File: src/rtl/shift_rx_ctrl_pkg.sv
// Shared definitions for the serial receive controller: FSM encoding,
// default geometry and counter sizing.
package shift_rx_ctrl_pkg;

  localparam int N_DEFAULT   = 7;
  localparam int DIV_DEFAULT = 4;

  typedef enum logic [1:0] {
    IDLE    = 2'd0,
    SHIFT   = 2'd1,
    CAPTURE = 2'd2,
    HOLD    = 2'd3
  } state_t;

  // Width able to hold values 0..max_val-1, never narrower than one bit.
  function automatic int cnt_width(input int max_val);
    return (max_val < 2) ? 1 : $clog2(max_val);
  endfunction

endpackage

File: src/rtl/shift_rx_ctrl_if.sv
// Handshake and shift-register bus between the receive controller and its
// surroundings (data source, external shift register, consumer).
interface shift_rx_ctrl_if
  import shift_rx_ctrl_pkg::*;
#(
  parameter int N = N_DEFAULT
) ();

  logic         start;
  logic         abort;
  logic         ser_in;
  logic [N-1:0] sr_pr;
  logic         ready;
  logic         sr_enable;
  logic         sr_in;
  logic         sr_clear_n;
  logic [N-1:0] data_out;
  logic         valid;
  logic         busy;
  logic         overrun;

  modport slave (
    input  start, abort, ser_in, sr_pr, ready,
    output sr_enable, sr_in, sr_clear_n, data_out, valid, busy, overrun
  );

  modport master (
    output start, abort, ser_in, sr_pr, ready,
    input  sr_enable, sr_in, sr_clear_n, data_out, valid, busy, overrun
  );

endinterface

File: src/rtl/shift_rx_ctrl_bit_tick.sv
// Bit-period divider: counts 0..DIV-1 while enabled and flags the last
// count of every bit window.
module bit_tick_gen
  import shift_rx_ctrl_pkg::*;
#(
  parameter int DIV = DIV_DEFAULT
) (
  input  logic clk,
  input  logic rst,
  input  logic clr,
  input  logic en,
  output logic tick
);

  localparam int            TW       = cnt_width(DIV);
  localparam logic [TW-1:0] TICK_MAX = TW'(DIV - 1);

  logic [TW-1:0] cnt;

  assign tick = en && (cnt == TICK_MAX);

  always_ff @(posedge clk) begin
    if (!rst || clr) begin
      cnt <= '0;
    end else if (en) begin
      cnt <= (cnt == TICK_MAX) ? '0 : cnt + TW'(1);
    end
  end

endmodule

File: src/rtl/shift_rx_ctrl.sv
// Serial word receiver controller: paces an external right-shift register
// one bit per DIV clocks, captures the word and holds it for a consumer.
module shift_rx_ctrl
  import shift_rx_ctrl_pkg::*;
#(
  parameter int N   = N_DEFAULT,
  parameter int DIV = DIV_DEFAULT
) (
  input  logic              clk,
  input  logic              rst,
  shift_rx_ctrl_if.slave    bus
);

  localparam int            BW       = cnt_width(N + 1);
  localparam logic [BW-1:0] BIT_LAST = BW'(N - 1);

  state_t        state;
  state_t        state_nxt;
  logic [BW-1:0] bit_cnt;
  logic [N-1:0]  data_q;
  logic          overrun_q;
  logic          tick;
  logic          tick_clr;
  logic          tick_en;
  logic          shift_en;
  logic          capture_en;
  logic          clear_req;

  // Counters rest at zero whenever idle, so each start begins a fresh window.
  assign tick_clr = (state == IDLE);
  assign tick_en  = (state == SHIFT) && !bus.abort;

  bit_tick_gen #(
    .DIV (DIV)
  ) u_tick (
    .clk  (clk),
    .rst  (rst),
    .clr  (tick_clr),
    .en   (tick_en),
    .tick (tick)
  );

  always_comb begin
    state_nxt  = state;
    shift_en   = 1'b0;
    capture_en = 1'b0;
    clear_req  = 1'b0;
    unique case (state)
      IDLE: begin
        if (bus.start) begin
          clear_req = 1'b1;
          state_nxt = SHIFT;
        end
      end
      SHIFT: begin
        if (bus.abort) begin
          state_nxt = IDLE;
        end else if (tick) begin
          shift_en = 1'b1;
          if (bit_cnt == BIT_LAST) begin
            state_nxt = CAPTURE;
          end
        end
      end
      CAPTURE: begin
        if (bus.abort) begin
          state_nxt = IDLE;
        end else begin
          capture_en = 1'b1;
          state_nxt  = HOLD;
        end
      end
      HOLD: begin
        if (bus.ready) begin
          state_nxt = IDLE;
        end
      end
      default: state_nxt = IDLE;
    endcase
  end

  always_ff @(posedge clk) begin
    if (!rst) begin
      state     <= IDLE;
      bit_cnt   <= '0;
      data_q    <= '0;
      overrun_q <= 1'b0;
    end else begin
      state <= state_nxt;
      if (state == IDLE) begin
        bit_cnt <= '0;
      end else if (shift_en && (bit_cnt != BW'(N))) begin
        bit_cnt <= bit_cnt + BW'(1);
      end
      if (capture_en) begin
        data_q <= bus.sr_pr;
      end
      // A start seen outside IDLE is dropped, never queued; only flag it.
      if (bus.start && (state != IDLE)) begin
        overrun_q <= 1'b1;
      end
    end
  end

  // The external register is held clear for the whole reset period as well.
  assign bus.sr_clear_n = rst && !clear_req;
  assign bus.sr_enable  = shift_en;
  assign bus.sr_in      = bus.ser_in;
  assign bus.data_out   = data_q;
  assign bus.valid      = (state == HOLD);
  assign bus.busy       = (state != IDLE);
  assign bus.overrun    = overrun_q;

endmodule

File: src/flat_wrapper.sv
// flat-port wrapper written by rule: the top's interface ports become plain ports
module shift_rx_ctrl_flat import shift_rx_ctrl_pkg::*;
#(
  parameter int N   = N_DEFAULT,
  parameter int DIV = DIV_DEFAULT
)
  (clk, rst, bus_start, bus_abort, bus_ser_in, bus_sr_pr, bus_ready, bus_sr_enable, bus_sr_in, bus_sr_clear_n, bus_data_out, bus_valid, bus_busy, bus_overrun);
  shift_rx_ctrl_if #(.N(N)) bus_i ();
  input  logic clk;
  input  logic rst;
  input wire logic [$bits(bus_i.start)-1:0] bus_start;
  input wire logic [$bits(bus_i.abort)-1:0] bus_abort;
  input wire logic [$bits(bus_i.ser_in)-1:0] bus_ser_in;
  input wire logic [$bits(bus_i.sr_pr)-1:0] bus_sr_pr;
  input wire logic [$bits(bus_i.ready)-1:0] bus_ready;
  output wire logic [$bits(bus_i.sr_enable)-1:0] bus_sr_enable;
  output wire logic [$bits(bus_i.sr_in)-1:0] bus_sr_in;
  output wire logic [$bits(bus_i.sr_clear_n)-1:0] bus_sr_clear_n;
  output wire logic [$bits(bus_i.data_out)-1:0] bus_data_out;
  output wire logic [$bits(bus_i.valid)-1:0] bus_valid;
  output wire logic [$bits(bus_i.busy)-1:0] bus_busy;
  output wire logic [$bits(bus_i.overrun)-1:0] bus_overrun;
  assign bus_i.start = bus_start;
  assign bus_i.abort = bus_abort;
  assign bus_i.ser_in = bus_ser_in;
  assign bus_i.sr_pr = bus_sr_pr;
  assign bus_i.ready = bus_ready;
  assign bus_sr_enable = bus_i.sr_enable;
  assign bus_sr_in = bus_i.sr_in;
  assign bus_sr_clear_n = bus_i.sr_clear_n;
  assign bus_data_out = bus_i.data_out;
  assign bus_valid = bus_i.valid;
  assign bus_busy = bus_i.busy;
  assign bus_overrun = bus_i.overrun;
  shift_rx_ctrl #(.N(N), .DIV(DIV)) u_core (.clk(clk), .rst(rst), .bus(bus_i));
endmodule
File: config.mk
export PLATFORM = sky130hd
export DESIGN_NAME = shift_rx_ctrl_flat
export DESIGN_NICKNAME = d
export VERILOG_FILES = /design/src/rtl/shift_rx_ctrl_pkg.sv /design/src/rtl/shift_rx_ctrl_if.sv /design/src/rtl/shift_rx_ctrl_bit_tick.sv /design/src/rtl/shift_rx_ctrl.sv /design/src/flat_wrapper.sv
export SDC_FILE = /design/constraint.sdc
export NUM_CORES = 1
export LEC_CHECK = 0
export CAP_MARGIN = 0
export CELL_PAD_IN_SITES_DETAIL_PLACEMENT = 1
export CELL_PAD_IN_SITES_GLOBAL_PLACEMENT = 2
export CORE_ASPECT_RATIO = 0.9
export CORE_MARGIN = 2
export CORE_UTILIZATION = 25
export DETAILED_ROUTE_END_ITERATION = 12
export PLACE_DENSITY_LB_ADDON = 0.1
export SYNTH_ARGS = -nofsm -noshare
export SYNTH_HDL_FRONTEND = slang
export SYNTH_SLANG_ARGS = --single-unit
File: constraint.sdc
create_clock -name clk -period 1.4 [get_ports clk]
set_input_delay 0.28 -clock clk [delete_from_list [all_inputs] [get_ports clk]]
set_output_delay 0.28 -clock clk [all_outputs]
set_load 0.05 [all_outputs]
==> metrics.txt, run 1 <==
largest net degree at the start of global routing=14; setup slack after layout=-0.0305 ns; num rows=18; Yosys cell types=23; I/O pin total=26; Sw Share=25.0%; # DRC=0; post-synthesis cell count=74; P&R area growth vs syn=72.2%; CTS root buf=clkbuf_4; failing checks=setup timing; max-cap violation count=0; Routed Antenna Nets=0; Final Max Tran Viols=0; FFs w/ async S/R, synth=0%; final hold violations=0; crit path buf inv count=2; crit end category=output port; slowest stage cell, crit path=dfxtp_2; Final min period=1.43 ns; top cell type's share of synthesized area=41.2%; GR Util All Layers=11.6%; dominant cell by count in the synthesized netlist=dfxtp_1; WP data arrival=1.15 ns; Core Region=2770 sq um; Final Util=45.3%; syn_nets=91; post-synth top area cell=dfxtp_1; FMAX=0.699 GHz; Wirelength per Cell=12.3 um; Die H=55.2 um; storage element area=312 sq um; RR Endpoint=u_core.bit_cnt[1]; count of final setup violators=1; DP Worst Slack=-0.267 ns; FF-to-FF path depth=5; H-tree levels=1; routability congestion estimate from global placement=0.681; Leak Pwr=0.458 nW; vias in the first global route=616; worst r2r src=u_core.u_tick.cnt[0]; grt ovf=0; part of the power in registers=53.2%; Worst Setup Start Kind=register; Detailed Place HPWL=1280 um; Mapped Avg Cell Area=9.86 sq um; maximum fanout along the worst path=2; share of layout cells above drive strength 1=40.0%; RSZ-0062 raised after global routing=yes; Pint=0.617 mW; EDFF count, synth=0; CTS max path bufs=2; area occupied by multi-input gates=439 sq um; main flop type after synthesis=dfxtp_1; 1st-iter DRT viols=14; CP Launch Point=u_core.u_tick.cnt[0]; flop2flop setup slack=0.03 ns; switching power=0.206 mW; first-pass GRT wire length=2860 um; Worst Max-Slew Pin Slew=0.317 ns; # fillers=318; Syn. warnings=0; die width=60.9 um; pwr dens=655 nW/um^2; Worst slew margin=78.9%; status=finished, violations left; Commonest cells post-synth=15 x dfxtp_1, 11 x nor2b_1, 7 x mux2i_1; Net count, final=123; total number of vias=630; hold path start=rst; Reg clk slew, reported paths=0.09 ns; Top delay family on crit path=flip-flops; antenna violations before repair=0; die footprint=3370 sq um; antenna fix cells=0; Seq/Total Area, Yosys=41.2%; Combinational Power Share=16.6%; Final Cycle Share=102%; Worst Hold Depth=3; Clk Latency, worst-skew pair=0.28 ns; Critical Path Max Stage Delay=0.36 ns; Num CTS Buffers=3; Hold Path Sink=u_core.u_tick.cnt[0]; CTS tree=built; TritonRoute pass-1 iters=2; clock sinks=15; worst endpoint required time=1.12 ns; share of power burned in the clock network=30.2%; CP cell instances=ha_4 > nand4bb_4 > inv_4 > buf_12; top post-synthesis cells by area=dfxtp_1 41%, mux2i_1 9.6%, nor2b_1 9.4%; Post-Route WL=1780 um; Peak VDD IR=0.441 mV; mapped cell area=729 sq um; #FFs+latches synth=15; Vias/cell=4.34; Starting Density=26.3%; kind of critical path=reg2out; worst hold-check path type=in2reg; Port Buffers=23; Setup Skew=0.00236 ns
final cells by class:
| type | instances | share of cell area (%) |
|---|---|---|
| inverters | 3 | 1.10 |
| multi-input cells | 52 | 35.0 |
| flip-flops and latches | 15 | 24.8 |
| well taps | 40 | 3.98 |
| repair buffers | 31 | 33.1 |
| clock buffers | 4 | 2.09 |
worst max path at each step:
| stage | endpoint | slack [ns] | cells after the start |
|---|---|---|---|
| CTS | bus_sr_enable | -0.05 | 4 |
| floorplan | u_core.bit_cnt[2] | 0.07 | 5 |
| finish | bus_sr_enable | -0.03 | 4 |
| global route | bus_sr_enable | -0.09 | 4 |
| detailed placement | bus_sr_enable | -0.27 | 4 |
| global placement | bus_sr_enable | -0.25 | 4 |
repair_timing:
item / CTS / global route
buffers inserted: 5 / 0
hold buffers: 0 / 0
resized for setup: 11 / 12
endpoints found under the setup margin: 4 / 5
pin swaps: 2 / 4
endpoints found under the hold margin: 0 / 0
worst register-to-register path: stages (launching register included):
cell and delay, ns:
dfxtp_2 0.36, ha_4 0.15, nand4bb_4 0.14, buf_6 0.15
or3_4 0.38, a21oi_2 0.13
per-layer routing:
metal | track usage [%] | share of wire (%)
met4 | 6.52 | 1.6
met1 | 15.8 | 48
met2 | 16.7 | 47
met5 | 0 | 0
met3 | 2.11 | 3.2
power groups by stage:
stage,clock network (mW),logic [mW],registers (mW)
after floorplan,0,0.0588,0.450
after global placement,0,0.122,0.452
after detailed placement,0,0.123,0.452
after CTS,0.267,0.132,0.437
after global routing,0.288,0.144,0.439
final,0.248,0.136,0.438
registers in the layout (all words and copies together) (netlist names):
| name | flops |
|---|---|
| u_core.state | 2 |
| u_core.bit_cnt | 3 |
| u_core.u_tick.cnt | 2 |
| u_core.bus.overrun | 1 |
| u_core.bus.data_out | 7 |
metrics by stage:
stage                     TNS (ns)  power, mW  hold slack (ns)  instance area [sq um]  instances
after floorplan                  0      0.509            0.408                    733         74
after global placement       -2.12      0.574            0.495                   1130        137
after detailed placement     -2.49      0.575            0.504                   1130        137
after CTS                  -0.0680      0.837            0.518                   1220        146
after global routing        -0.111      0.870            0.456                   1260        145
final                      -0.0305      0.823            0.446                   1260        145
cell usage in the layout (no fill, tap or decap), drive strengths merged:
cell type / synthesis / layout
a21boi: 1 / 1
a21o: 1 / 1
a21oi: 6 / 6
a221oi: 1 / 1
a32oi: 2 / 2
and2: 1 / 1
buf: 3 / 20
clkbuf: 1 / 4
clkdlybuf4s50: 0 / 9
dfxtp: 15 / 15
dlygate4sd2: 0 / 1
dlymetal6s2s: 0 / 1
ha: 4 / 4
inv: 3 / 3
mux2i: 7 / 7
nand2: 1 / 1
nand3: 1 / 1
nand3b: 1 / 1
nand4bb: 1 / 1
nor2: 5 / 5
nor2b: 11 / 11
nor3b: 1 / 1
o21ai: 5 / 5
or3: 3 / 3
logic make-up after synthesis:
kind of cell	count (synthesis)	share of synthesized area [%]
simple gates	25	23.3
compound gates	16	13.4
flops	15	41.2
buf+inv	7	5.66
mux	7	9.61
fa+ha+maj	4	6.86
No activity file was read; power rests on OpenSTA's default activity.
==> run 2, diff against run 1 <==
- ABC_AREA: default -> 1
- CORE_UTILIZATION: 25 -> 22
==> run 2 against run 1 <==
The run now ends clean. Worst hold slack improved by 0.037 ns. First-iteration DRC count fell by 14%. Global-route usage rose by 0.39 points. Clock skew barely moved. Register-to-register slack improved by 0.08 ns. Sequential share of layout area fell by 0.58 points. Combinational power rose to 4.6 times the previous value. Routed wire length rose by 17%. Setup slack improved by 0.070 ns. Area after synthesis rose by 0.17%. Die area rose by 13%. Clock power rose by 42%. Largest cell class is now buffers.
==> metrics.txt, run 2 <==
DP Worst Slack=-0.155 ns; syn_nets=119; Final min period=1.36 ns; kind of critical path=in2out; TritonRoute pass-1 iters=4; Mapped Avg Cell Area=7.16 sq um; top post-synthesis cells by area=dfxtp_1 41%, nor2_1 11%, nand2_1 7.2%; antenna violations before repair=0; FMAX=0.735 GHz; GR Util All Layers=11.9%; num rows=19; Die H=58.7 um; post-synthesis cell count=102; FFs w/ async S/R, synth=0%; Commonest cells post-synth=21 x nor2_1, 15 x dfxtp_1, 14 x nand2_1; Worst slew margin=81.7%; Vias/cell=4.22; Seq/Total Area, Yosys=41.1%; grt ovf=0; total power=1.52 mW; Clk Latency, worst-skew pair=0.25 ns; #FFs+latches synth=15; RSZ-0062 raised after global routing=no; Num CTS Buffers=3; Detailed Place HPWL=1630 um; Wirelength per Cell=11.7 um; EDFF count, synth=0; clock sinks=15; number of placed instances with taps included=172; worst hold-check path type=reg2reg; Port Buffers=23; Final Max Tran Viols=0; antenna fix cells=0; Worst Max-Slew Pin Slew=0.273 ns; # DRC=0; top cell type's share of synthesized area=41.1%; CTS Hold Buffers Added=0; status=complete, no violations; mapped cell area=731 sq um; first-pass GRT wire length=3500 um; CTS max path bufs=2; Starting Density=23.5%; Yosys cell types=17; Setup Skew=0.00243 ns; Routed Antenna Nets=0; pwr dens=1190 nW/um^2; Post-Route WL=2090 um; total number of vias=755; maximum fanout along the worst path=2; Reg clk slew, reported paths=0.06 ns; max reg flops=7; setup slack after layout=0.0392 ns; Net count, final=155; Worst Setup Start Kind=input pin; dominant cell by count in the synthesized netlist=nor2_1; Core Region=3110 sq um; die footprint=3800 sq um; P&R area growth vs syn=75.3%; I/O pin total=26; 1st-iter DRT viols=12; final non-filler cell total=179; Final Cycle Share=97.2%; Syn. warnings=0; final hold violations=0; largest net degree at the start of global routing=11; main flop type after synthesis=dfxtp_1; area occupied by multi-input gates=392 sq um; post-synth top area cell=dfxtp_1; die width=64.8 um; commonest non-fill, non-tap cell in the layout=nor2_1; storage element area=310 sq um; most frequent cells in the layout=21 x nor2_1, 14 x nand2_1, 12 x buf_12, 11 x dfxtp_1; routability congestion estimate from global placement=0.713; # fillers=369; CTS tree=built; Peak VDD IR=0.439 mV; count of final setup violators=0; crit end category=output port; worst endpoint required time=1.12 ns; H-tree levels=1; WP data arrival=1.08 ns; share of layout cells above drive strength 1=30.7%; Leak Pwr=0.556 nW; CTS root buf=clkbuf_8; max-cap violation count=0; vias in the first global route=801
-- run 2: changes by cell type after synthesis, moves of 2 or more --
cell	delta
nor2_1	+16
or3_1	-2
nand3_1	+9
o21ai_1	+4
inv_2	+3
inv_1	+9
a32oi_1	-2
mux2i_1	-7
nand2_1	+13
nor2_2	+2
nor2b_1	-11
-- run 2: final timing paths --
kind / from / to / slack (ns) / cells after the start
max: bus_start / bus_sr_clear_n / 0.04 / 3
min reg2reg: u_core.u_tick.cnt[1] / u_core.u_tick.cnt[1] / 0.48 / 2
max reg2reg: u_core.bit_cnt[0] / u_core.bit_cnt[1] / 0.11 / 6
min: u_core.u_tick.cnt[1] / u_core.u_tick.cnt[1] / 0.48 / 2
-- run 2: per-stage QoR --
stage	hold WS, ns	util (%)	setup TNS [ns]	area, sq um
detailed placement	0.462	37.8	-1.09	1180
finish	0.483	41.1	0	1280
CTS	0.469	40.6	0	1260
global placement	0.457	37.8	-0.886	1180
floorplan	0.415	-	0	734
global route	0.525	41.1	0	1280
-- run 2: routing by layer --
| metal | part of all wire [%] | routed length [um] | vias to the layer above | track usage (%) |
|---|---|---|---|---|
| met5 | 0 | 0 | - | 0 |
| met1 | 45 | 938 | 346 | 14.3 |
| li1 | - | - | 395 | - |
| met3 | 4.1 | 86 | 4 | 3.82 |
| met2 | 50 | 1040 | 10 | 21.1 |
| met4 | 1.0 | 21 | 0 | 2.74 |
-- run 2: logic make-up (layout without fill, tap and decap cells) --
family	after synthesis	count (layout)	share of synthesized area, %
compound gates	15	15	10.3
fa+ha+maj	4	4	6.85
buf+inv	17	52	9.25
flops	15	15	41.1
simple gates	51	51	32.5
-- run 2: layout make-up --
type                            instances  area share, %
Tap cell                               42           4.10
Inverter                               15           4.59
Timing Repair Buffer                   33           33.0
Sequential cell                        15           24.2
Multi-Input combinational cell         70           30.6
Clock buffer                            4           3.52
-- run 2: timing repair --
action,in CTS,in global routing
endpoints found under the hold margin,0,0
setup endpoints to repair,4,3
buffers inserted,2,1
resized for setup,13,3
pin swaps,2,3
-- run 2: critical path: stages --
cell,delay [ns]
clkdlybuf4s50_1,0.43
a21oi_2,0.21
buf_12,0.16
-- run 2: power breakdown --
group / internal, mW / leakage, nW / switching (mW)
logic: 0.283 / 0.409 / 0.339
registers: 0.479 / 0.124 / 0.0713
clock network: 0.201 / 0.0228 / 0.152
total: 0.963 / 0.556 / 0.562
==> run 3, diff against run 2 <==
- GPL_TIMING_DRIVEN: default -> 1
==> results of run 3 <==
The final DEF is identical to that of run 2; final timing and power are the same.
==> patch (config.mk and constraints of run 3) <==
Make the reset (`rst`) asynchronous in one clocked block.
--- a/src/rtl/shift_rx_ctrl.sv
+++ b/src/rtl/shift_rx_ctrl.sv
@@ -79,7 +79,7 @@
     endcase
   end
 
-  always_ff @(posedge clk) begin
+  always_ff @(posedge clk or negedge rst) begin
     if (!rst) begin
       state     <= IDLE;
       bit_cnt   <= '0;
Check against the original RTL: differs if rst is asserted again (counterexample within 4 cycles, from zero or initial values and one cycle with rst low); with rst held inactive, the same outputs for 10 cycles.
==> patch against run 3 <==
  * The flow now finishes with violations (negative setup slack)
  * Worst setup slack worse by 110 ps
  * Critical path type is now register to output pin
  * Largest cell class unchanged
  * Critical path depth rose by 2
  * Synthesized area increased by 1.7%
  * Sequential cell count unchanged
  * Wire length grew 6.6%
  * Register-to-register slack lost 40 ps
  * Non-clock buffer count grew 12
  * Synthesized cell count fell by 7.8%
  * Cell area up 7.9%
Power is not compared: it rests on default switching activity, and its combinational part moved more than twofold at a synthesized area within 25%.
==> patch: results (changes against run 3) <==
layout cells sized above 1 0.3662 (was 0.3066); Ant. Diodes 0 (unchanged); ranking of synthesized cells by area dfrtp_1 44%, nand2_1 20%, ha_1 6.7% (was dfxtp_1 41%, nor2_1 11%, nand2_1 7.2%); DRT iter0 DRCs 26 (was 12); Rel. slew slack 0.8686 (was 0.8172); Final ANT Viol Nets 0 (unchanged); status finished, violations left (was completed); Synth top area share 0.4377 (was 0.4110); largest net degree at the start of global routing 13 (was 11); static leakage ~0.71 nW; Num CTS Buffers 3 (unchanged); number of H-tree levels 1 (unchanged); drt first pass iters 3 (was 4); setup violators final 3 (was 0); Fin Setup TNS -198.5 ps (was 0 ps); root buffer cell clkbuf_8 (unchanged); max reg flops 7 (unchanged); Distinct cells, synth 17 (unchanged); worst hold path type input port to asynchronous set/reset pin (was register to register); maximum vdd drop ~1.2 mV; Skew-Pair Late Insertion Delay 250 ps (about the same); top_reg_cell synth dfrtp_1 (was dfxtp_1); Reg clk slew, reported paths 60 ps (about the same); setup slack after layout -73.77 ps (was 39.16 ps); syn_nets 111 (was 119); GP Congestion 0.7243 (was 0.7129); nets 160 (was 155); gr usage total 0.1243 (was 0.1195); initial antenna violation count 0 (unchanged); YS warnings 0 (unchanged); first-pass GRT wire length 3601 um (was 3498 um); register area share after synthesis 0.4916 (was 0.4110); top cell types by occurrence after synthesis 39 x nand2_1, 13 x dfrtp_1, 10 x inv_1, 10 x nand3_1, 4 x ha_1 (was 21 x nor2_1, 15 x dfxtp_1, 14 x nand2_1, 12 x inv_1, 10 x nand3_1); Final Skew 2.181 ps (was 2.428 ps); asr flop ratio synth 0.8667 (was 0); critical path peak fanout 5 (was 2); WL/cell 11.97 um (was 11.67 um); hpwl dp 1671 um (was 1631 um); I/O Buffers 23 (unchanged); Critical Path AT 1190 ps (was 1080 ps); clock buffer depth 2 (unchanged); placed cell areas 0.001234 mm^2 (was 0.001179 mm^2); vias in the first global route 777 (was 801); DR vias 774 (was 755); failing checks negative setup slack
-- patch: changes by cell type in the layout (fill, tap and decap cells not counted), moves of 4 or more --
cell	change
o21ai_0	-4
nor2_1	-19
dfxtp_1	-10
nand2_1	+23
o21ai_1	-4
buf_4	+11
dfrtp_1	+11
-- patch: logic make-up after synthesis --
family / count (synthesis) / share of synthesized area
AND/OR/NAND/NOR: 58 / 0.3401
AO/OA/AOI/OAI: 4 / 0.03030
adder cells (fa/ha/maj): 4 / 0.06734
flip-flops: 15 / 0.4916
buffers and inverters: 13 / 0.07072
-- patch: layout make-up --
cell class                      instances  area, um^2
Fill cell                             408        1921
Timing Repair Buffer                   45       519.2
Sequential cell                        15       369.1
Multi-Input combinational cell         66       347.8
Tap cell                               44       55.05
Inverter                               12       45.04
Clock buffer                            3       41.29
Clock inverter                          1       5.005
-- patch: layer usage --
layer / vias up / share of wire / GRT usage
met2: 13 / 0.50 / 0.2041
met3: 2 / 0.039 / 0.03612
met1: 371 / 0.45 / 0.1605
met4: 0 / 0.010 / 0.03571
met5: - / 0 / 0
li1: 388 / - / -
-- patch: final timing paths --
kind	start	slack [ps]	to	cells past startpoint
hold reg to reg	u_core.u_tick.cnt[1]	470	u_core.u_tick.cnt[1]	2
setup reg to reg	u_core.bit_cnt[0]	70	u_core.bit_cnt[1]	6
setup / recovery	u_core.state[1]	-70	bus_sr_clear_n	5
max in group asynchronous	rst	740	u_core.state[0]	2
hold / removal	rst	430	u_core.bit_cnt[2]	2
min in group clk	u_core.u_tick.cnt[1]	470	u_core.u_tick.cnt[1]	2
-- patch: per-stage QoR --
| stage | std cells | hold WS [ps] | worst slack [ps] | util |
|---|---|---|---|---|
| floorplan | 94 | -15.59 | 0.5626 | - |
| global placement | 172 | 453.3 | -137.7 | 0.3735 |
| detailed placement | 172 | 468.7 | -153.0 | 0.3735 |
| CTS | 181 | 423.7 | -105.4 | 0.4030 |
| global route | 186 | 439.5 | -128.5 | 0.4186 |
| finish | 186 | 425.9 | -73.77 | 0.4186 |
-- patch: report_power, final --
group / leakage [nW] / switching, mW / internal (mW) / total (mW)
clock network: 0.0255 / 0.157 / 0.197 / 0.354
logic: 0.507 / 0.916 / 0.922 / 1.84
registers: 0.179 / 0.154 / 0.565 / 0.719
total: 0.711 / 1.23 / 1.68 / 2.91
-- patch: critical path: stages, from the launching register on --
cell	delay (ps)
dfrtp_2	460
nor2_4	150
inv_2	50
nand2_2	60
nand2_2	70
buf_12	150
-- patch: timing repair --
action,CTS,global route
gates resized for setup,5,5
setup buffers,5,5
endpoints found under the setup margin,3,4
pin swaps,2,4
